===== config.mk =====
export PLATFORM = sky130hd
export DESIGN_NAME = byte_window_shifter
export DESIGN_NICKNAME = d
export VERILOG_FILES = /design/src/rtl/bloom_pkg.sv /design/src/rtl/byte_window_out_reg.sv /design/src/rtl/byte_window_shifter.sv
export SDC_FILE = /design/constraint.sdc
export NUM_CORES = 1
export LEC_CHECK = 0
export ABC_AREA = 1
export CAP_MARGIN = 20
export CELL_PAD_IN_SITES_DETAIL_PLACEMENT = 0
export CELL_PAD_IN_SITES_GLOBAL_PLACEMENT = 2
export CORE_MARGIN = 2
export CORE_UTILIZATION = 34
export CTS_CLUSTER_SIZE = 24
export DETAILED_ROUTE_END_ITERATION = 6
export PLACE_DENSITY_LB_ADDON = 0.15
export SETUP_SLACK_MARGIN = 0.02
export SLEW_MARGIN = 20
export SYNTH_ARGS = -nofsm -noshare
export SYNTH_HDL_FRONTEND = slang
export SYNTH_SLANG_ARGS = --single-unit

===== constraint.sdc =====
create_clock -name clk_i -period 3.1 [get_ports clk_i]
set_input_delay 0.31 -clock clk_i [delete_from_list [all_inputs] [get_ports clk_i]]
set_output_delay 0.31 -clock clk_i [all_outputs]
set_load 0.05 [all_outputs]

===== src/rtl/bloom_pkg.sv =====
// Shared types for the Bloom pattern-search front end.
package bloom_pkg;

   localparam int BYTE_W = 8;

   // Callers build their window as a packed array of these: byte_t [N-1:0].
   typedef logic [BYTE_W-1:0] byte_t;

   typedef enum logic [1:0] {
      WIN_IDLE,
      WIN_FILL,
      WIN_RUN
   } win_state_t;

endpackage


===== src/rtl/byte_window_out_reg.sv =====
// Single-entry valid/ready output register for the byte window.
// A new window may only be loaded when the slot is empty or being consumed,
// so contents are stable while valid is held against backpressure.
module byte_window_out_reg
   import bloom_pkg::*;
#(
   parameter int BYTES_CNT = 15,
   parameter int POS_W     = 16
) (
   input  logic                     clk,
   input  logic                     rst,
   input  logic                     load,
   input  byte_t [BYTES_CNT-1:0]    next_window,
   input  logic                     next_last,
   input  logic [POS_W-1:0]         next_pos,
   input  logic                     consume,
   output byte_t [BYTES_CNT-1:0]    window,
   output logic                     valid,
   output logic                     last,
   output logic [POS_W-1:0]         pos
);

   // Load replaces the held window; a consume without a load empties the slot.
   always_ff @(posedge clk) begin
      if (rst) begin
         window <= '0;
         valid  <= 1'b0;
         last   <= 1'b0;
         pos    <= '0;
      end else if (load) begin
         window <= next_window;
         valid  <= 1'b1;
         last   <= next_last;
         pos    <= next_pos;
      end else if (consume) begin
         valid  <= 1'b0;
      end
   end

endmodule


===== src/rtl/byte_window_shifter.sv =====
// Sliding window of the last BYTES_CNT stream bytes, emitted once per
// accepted byte after the window has filled within the current packet.
// Index 0 of window_o is the oldest byte, BYTES_CNT-1 the newest.
module byte_window_shifter
   import bloom_pkg::*;
#(
   parameter int BYTES_CNT = 15,
   parameter int POS_W     = 16
) (
   input  logic                                  clk_i,
   input  logic                                  rst_i,
   input  logic [BYTE_W-1:0]                     data_i,
   input  logic                                  valid_i,
   input  logic                                  sop_i,
   input  logic                                  eop_i,
   output logic                                  ready_o,
   output logic [BYTES_CNT-1:0][BYTE_W-1:0]      window_o,
   output logic                                  window_valid_o,
   input  logic                                  window_ready_i,
   output logic                                  window_last_o,
   output logic [POS_W-1:0]                      window_pos_o,
   output logic                                  err_o
);

   localparam int FILL_W = $clog2(BYTES_CNT + 1);
   localparam logic [FILL_W-1:0] FILL_FULL = FILL_W'(BYTES_CNT);

   win_state_t               state, state_n;
   logic [FILL_W-1:0]        fill, fill_n, fill_inc;
   logic [POS_W-1:0]         pos, pos_n;
   logic                     err, err_n;
   logic                     shift, produce, accept;
   byte_t [BYTES_CNT-1:0]    win, win_next;

   function automatic logic [POS_W-1:0] sat_pos_inc(input logic [POS_W-1:0] v);
      return (v == {POS_W{1'b1}}) ? v : v + POS_W'(1);
   endfunction

   function automatic logic [FILL_W-1:0] sat_fill_inc(input logic [FILL_W-1:0] v);
      return (v == FILL_FULL) ? v : v + FILL_W'(1);
   endfunction

   assign ready_o  = !window_valid_o || window_ready_i;
   assign accept   = valid_i && ready_o;
   assign win_next = {data_i, win[BYTES_CNT-1:1]};
   assign err_o    = err;

   // Control state register.
   always_ff @(posedge clk_i) begin
      if (rst_i) begin
         state <= WIN_IDLE;
         fill  <= '0;
         pos   <= '0;
         err   <= 1'b0;
      end else begin
         state <= state_n;
         fill  <= fill_n;
         pos   <= pos_n;
         err   <= err_n;
      end
   end

   // Shift register; old bytes are never cleared, fill alone qualifies them.
   always_ff @(posedge clk_i) begin
      if (rst_i) begin
         win <= '0;
      end else if (shift) begin
         win <= win_next;
      end
   end

   // Next-state: packet tracking, fill counting and window production.
   always_comb begin
      state_n  = state;
      fill_n   = fill;
      pos_n    = pos;
      err_n    = 1'b0;
      shift    = 1'b0;
      produce  = 1'b0;
      fill_inc = sat_fill_inc(fill);
      if (accept) begin
         if (sop_i) begin
            // A start byte always (re)opens a packet; a single-byte packet
            // can never fill a window, so it is dropped straight back to idle.
            shift   = 1'b1;
            pos_n   = '0;
            fill_n  = eop_i ? '0 : FILL_W'(1);
            state_n = eop_i ? WIN_IDLE : WIN_FILL;
         end else if (state == WIN_IDLE) begin
            err_n = 1'b1;
         end else begin
            shift   = 1'b1;
            pos_n   = sat_pos_inc(pos);
            produce = (fill_inc == FILL_FULL);
            if (eop_i) begin
               fill_n  = '0;
               state_n = WIN_IDLE;
            end else begin
               fill_n  = fill_inc;
               state_n = produce ? WIN_RUN : WIN_FILL;
            end
         end
      end
   end

   byte_window_out_reg #(
      .BYTES_CNT (BYTES_CNT),
      .POS_W     (POS_W)
   ) u_out_reg (
      .clk         (clk_i),
      .rst         (rst_i),
      .load        (produce),
      .next_window (win_next),
      .next_last   (eop_i),
      .next_pos    (pos_n),
      .consume     (window_ready_i),
      .window      (window_o),
      .valid       (window_valid_o),
      .last        (window_last_o),
      .pos         (window_pos_o)
   );

endmodule

# Yosys cells after proc, flatten, opt, wreduce, memory -nomap -nowiden
# Cells that the tools add are included.
# totals
regBits,273
inputBits,14
out_inout_bits,140
elab_cells,73
# classes
n_addsub,2
eq_ne,4
muxes,23
bitwise_logic,1
reduce_logical,7
# op_table
op,count
$mux 16,4
$add 16x1->16 const B,1
$eq 16x16->1 const B,1
$mux 4,4
$mux 1,11
$eq 4x4->1 const B,2
$mux 2,4
$add 4x1->4 const B,1
$reduce_or 3->1,1
$logic_not 2->1,1
$ne 2x2->1 const B,1
$reduce_and 2->1,1
$reduce_bool 2->1,1
$logic_and 1x1->1,1
$logic_not 1->1,1
$logic_or 1x1->1,1
$not 1->1,1

# Longest topological paths before layout
# depth
word_depth,7
ltp_mapped,12
ltp_nobuf,11

# Cells and area by module
# A second synthesis with hierarchy kept.
# unflattened
cells_unflattened,1336
area_unflattened_um2,10209.8
# by_module_without_submodules
mod,n_inst,cells_each,area_each_um2,seq_area_each_um2
byte_window_shifter,1,737,5383.9,2702.6
byte_window_out_reg,1,599,4825.9,2762.6

# Worst setup path before layout
# Ideal clock, no wire load.
# synth_timing
path_type,register to register
startpoint,reg u_out_reg.valid
endpoint,reg u_out_reg.window[22] (netlist bit)
setup_time_ns,0.071
t_arrival_ns,2.203
t_required_ns,3.029
setup_slack_ns,0.826
path_stages_with_launch,11
path_buffers,2
period_less_slack_ns,2.274
cell_sequence,dfxtp_1 > nand2_1 > nand2_2 > inv_2 > nand2_1 > nor2_1 > nand2_1 > buf_2 > buf_2 > nand2_1 > a21oi_2
# synth_via
elab_chain_len,4
# synth_rtl
element,line_no,rtl
start: declaration,byte_window_out_reg.sv:18,"output logic valid,"
start signal: assignment,byte_window_out_reg.sv:27,valid <= 1'b0;
start signal: assignment,byte_window_out_reg.sv:32,valid <= 1'b1;
start signal: assignment,byte_window_out_reg.sv:36,valid <= 1'b0;
$logic_not 1->1,byte_window_shifter.sv:43,assign ready_o = !window_valid_o || window_ready_i;
$logic_or 1x1->1,byte_window_shifter.sv:43,
net ready_o,byte_window_shifter.sv:16,"output logic ready_o,"
$logic_and 1x1->1,byte_window_shifter.sv:44,assign accept = valid_i && ready_o;
$mux 1,byte_window_shifter.sv:81,if (accept) begin
end signal: assignment,byte_window_out_reg.sv:31,window <= next_window;
end: declaration,byte_window_out_reg.sv:17,"output byte_t [BYTES_CNT-1:0] window,"
# The timed path passes the listed nets, and every way through them passes these cells.
# A chain may end at the register's enable or synchronous reset.

# Worst setup path in the final report
# layout_timing
startpoint,reg fill[0]
endpoint,reg u_out_reg.window[75] (netlist bit)
# layout_via
elab_chain_len,6
word_cells_on_any_way,7
classes_between,1 x add/sub; 2 x eq/ne; 4 x mux
# layout_rtl
element,line_no,rtl
start: declaration,byte_window_shifter.sv:29,"logic [FILL_W-1:0] fill, fill_n, fill_inc;"
start signal: assignment,byte_window_shifter.sv:57,fill <= fill_n;
$add 4x1->4 / $eq 4x4->1 (equally long branches),byte_window_shifter.sv:40,return (v == FILL_FULL) ? v : v + FILL_W'(1);
$mux 4 *,byte_window_shifter.sv:40,
$eq 4x4->1 *,byte_window_shifter.sv:94,produce = (fill_inc == FILL_FULL);
$mux 1 *,byte_window_shifter.sv:89,end else if (state == WIN_IDLE) begin
$mux 1 *,byte_window_shifter.sv:82,if (sop_i) begin
$mux 1 *,byte_window_shifter.sv:81,
# Every way passes the cells marked *; elsewhere a longest branch is shown, timed or not.

==> qor.txt <==
Core area = 31,300 sq um
RSZ-0062 raised after global routing = no
Final period util = 72.7%
Status = complete, no violations
Die Wd = 182 um
Post-synthesis sequential area ratio = 50.8%
Worst IR drop on VDD = 0.355 mV
# Post-CTS Setup Buffers = 0
Row count = 65
Average cell area after synthesis = 8.08 sq um
Cell Area, Synth = 10,800 sq um
Cell variety after synth = 28
Worst endpoint required time = 3.57 ns
Mapped Cells = 1,330
Final Hold Viols = 0
Flop and latch count out of synthesis = 273
FFs w/ async S/R, synth = 0%
Max Slew Vio Count = 0
CP Capture Type = flop
Synth top area share = 50.8%
Vias in the first global route = 8,642
Via Count = 8,730
Num CTS Buffers = 31
First-pass GRT wire length = 46,400 um
Fin area = 13,500 sq um
Synthesis-to-finish area growth = 25.6%
Crit Path Max Fanout = 72
All-layer global routing usage = 17.1%
Setup tns final = 0 ns
Period minus WS final = 2.26 ns
Dominant synthesized flop cell = dfxtp_1
Endpoints failing setup = 0
Most instantiated cells after synthesis = 273 x dfxtp_1, 261 x nor2_1, 235 x nand2_1
CTS Hold Bufs = 0
Routed Antenna Nets = 0
DR iter-0 viols = 404
H-tree depth = 1
Clock Latency Late Sink = 0.55 ns
Total leakage power = 4.95 nW
Reg clk slew, reported paths = 0.06 ns
CTS root buffer = clkbuf_16
MaxCap Viol Count = 0
Vias per inst = 4.66
CTS sink cnt = 273
I/O Pins = 154
Most common cell in the netlist = dfxtp_1
EDFF count, synth = 0
Initial Utilization = 34.3%
Arrival @ worst endpoint = 2.73 ns
Hold Crit Class = input pin to flop
Diodes inserted = 0
CP Class = flop to flop
Max_slew headroom = 33.3%
Post-CTS sizing = 0
Hpwl dp = 17,400 um
Worst-case clock skew = 0.00562 ns
Final WL = 28,500 um
Max Clk Rate = 443 MHz
Power Total = 7.62 mW
Die ar. = 33,100 sq um
Total gr overflow = 0
Syn Nets = 1,346
Worst-Margin Slew = 1.00 ns
# nets final = 1,464
Pwr per Cell Area = 564 nW/um^2
Layout cells sized above 1 = 18.8%
Area post-placement = 12,500 sq um
Ranking of synthesized cells by area = dfxtp_1 51%, nor2_1 9.1%, nand2_1 8.2%
CTS tree = done
DRT Pass-1 Iters = 4
CTS Buffer Depth = 3
Final core occ = 43.1%
Number of port buffers = 153
Yosys top cell by area = dfxtp_1
Initial antenna violation count = 0
Avg WL per Cell = 15.2 um
CP startpoint kind = flop
GPL Wtd Cong = 0.753
Largest net degree at the start of global routing = 113
DRC viols = 0
Yosys warns = 0
Die H = 182 um
==> kinds of logic after synthesis <==
| group | share of synthesized area, % |
|---|---|
| DFF | 50.8 |
| adders and majority gates | 0.233 |
| AOI/OAI and AO/OA | 16.2 |
| buffers and inverters | 6.69 |
| and+or+nand+nor | 25.8 |
| xor gates and xnor gates | 0.326 |
==> registers in the layout, summed over array words and instances, names as in the netlist <==
register and flops:
pos 16, u_out_reg.pos 16, u_out_reg.window 120, err_o 1, fill 4, win 112, u_out_reg.last 1, state 2
u_out_reg.valid 1
==> critical path, cell delays in order (launching register included) <==
cell and delay [ns]:
dfxtp_1 0.40, ha_1 0.26, nand3_2 0.13, xor2_1 0.17, nand2_1 0.07, nor2_2 0.06, nand2_4 0.08, buf_4 0.64
nand2_1 0.15, a21oi_2 0.17
==> cell type report <==
cell class | count | area, sq um
Tap cell | 402 | 503
Multi-Input combinational cell | 923 | 4580
Timing Repair Buffer | 170 | 1760
Clock inverter | 6 | 55.1
Fill cell | 3181 | 17800
Clock buffer | 51 | 951
Inverter | 49 | 193
Sequential cell | 273 | 5470
==> through the flow <==
| step | hold slack (ns) | setup slack (ns) | cells |
|---|---|---|---|
| floorplan | 0.389 | 0.826 | 1330 |
| global placement | 0.447 | 0.720 | 1817 |
| detailed placement | 0.452 | 0.665 | 1817 |
| CTS | 0.0900 | 0.780 | 1874 |
| global route | 0.104 | 0.626 | 1874 |
| finish | 0.112 | 0.845 | 1874 |
==> power breakdown <==
group,total [mW],internal (mW),switching (mW)
clock network,3.58,2.15,1.42
logic,0.325,0.0981,0.227
registers,3.71,3.61,0.100
total,7.62,5.87,1.75
==> path summary, 6_finish.rpt <==
check,from,endpoint,slack (ns),depth (start not counted)
worst min-delay path,rst_i,pos[3],0.11,2
worst max-delay path,fill[0],u_out_reg.window[75],0.84,9
worst max register to register,fill[0],u_out_reg.window[75],0.84,9
worst min register to register,win[12],u_out_reg.window[4],0.46,2
==> cells in the final DEF, fill, tap and decap left out, drive strengths merged <==
cell	n
nand2	336
dfxtp	273
nor2	263
clkdlybuf4s50	152
a21oi	150
o21ai	116
clkbuf	51
inv	48
nand3	33
buf	18
nand4	9
clkinv	6
o21bai	3
xor2	2
nor3	2
xnor2	2
nand3b	2
ha	2
o211ai	1
or2	1
nor4	1
bufinv	1
==> metal layers <==
layer	vias up	track usage [%]	part of all wire, %
met5	-	0	0
met4	0	3.61	1.4
met3	35	3.83	5.2
met2	140	28.0	44
met1	4067	23.2	49
li1	4488	-	-
No activity file was read; power rests on OpenSTA's default activity.
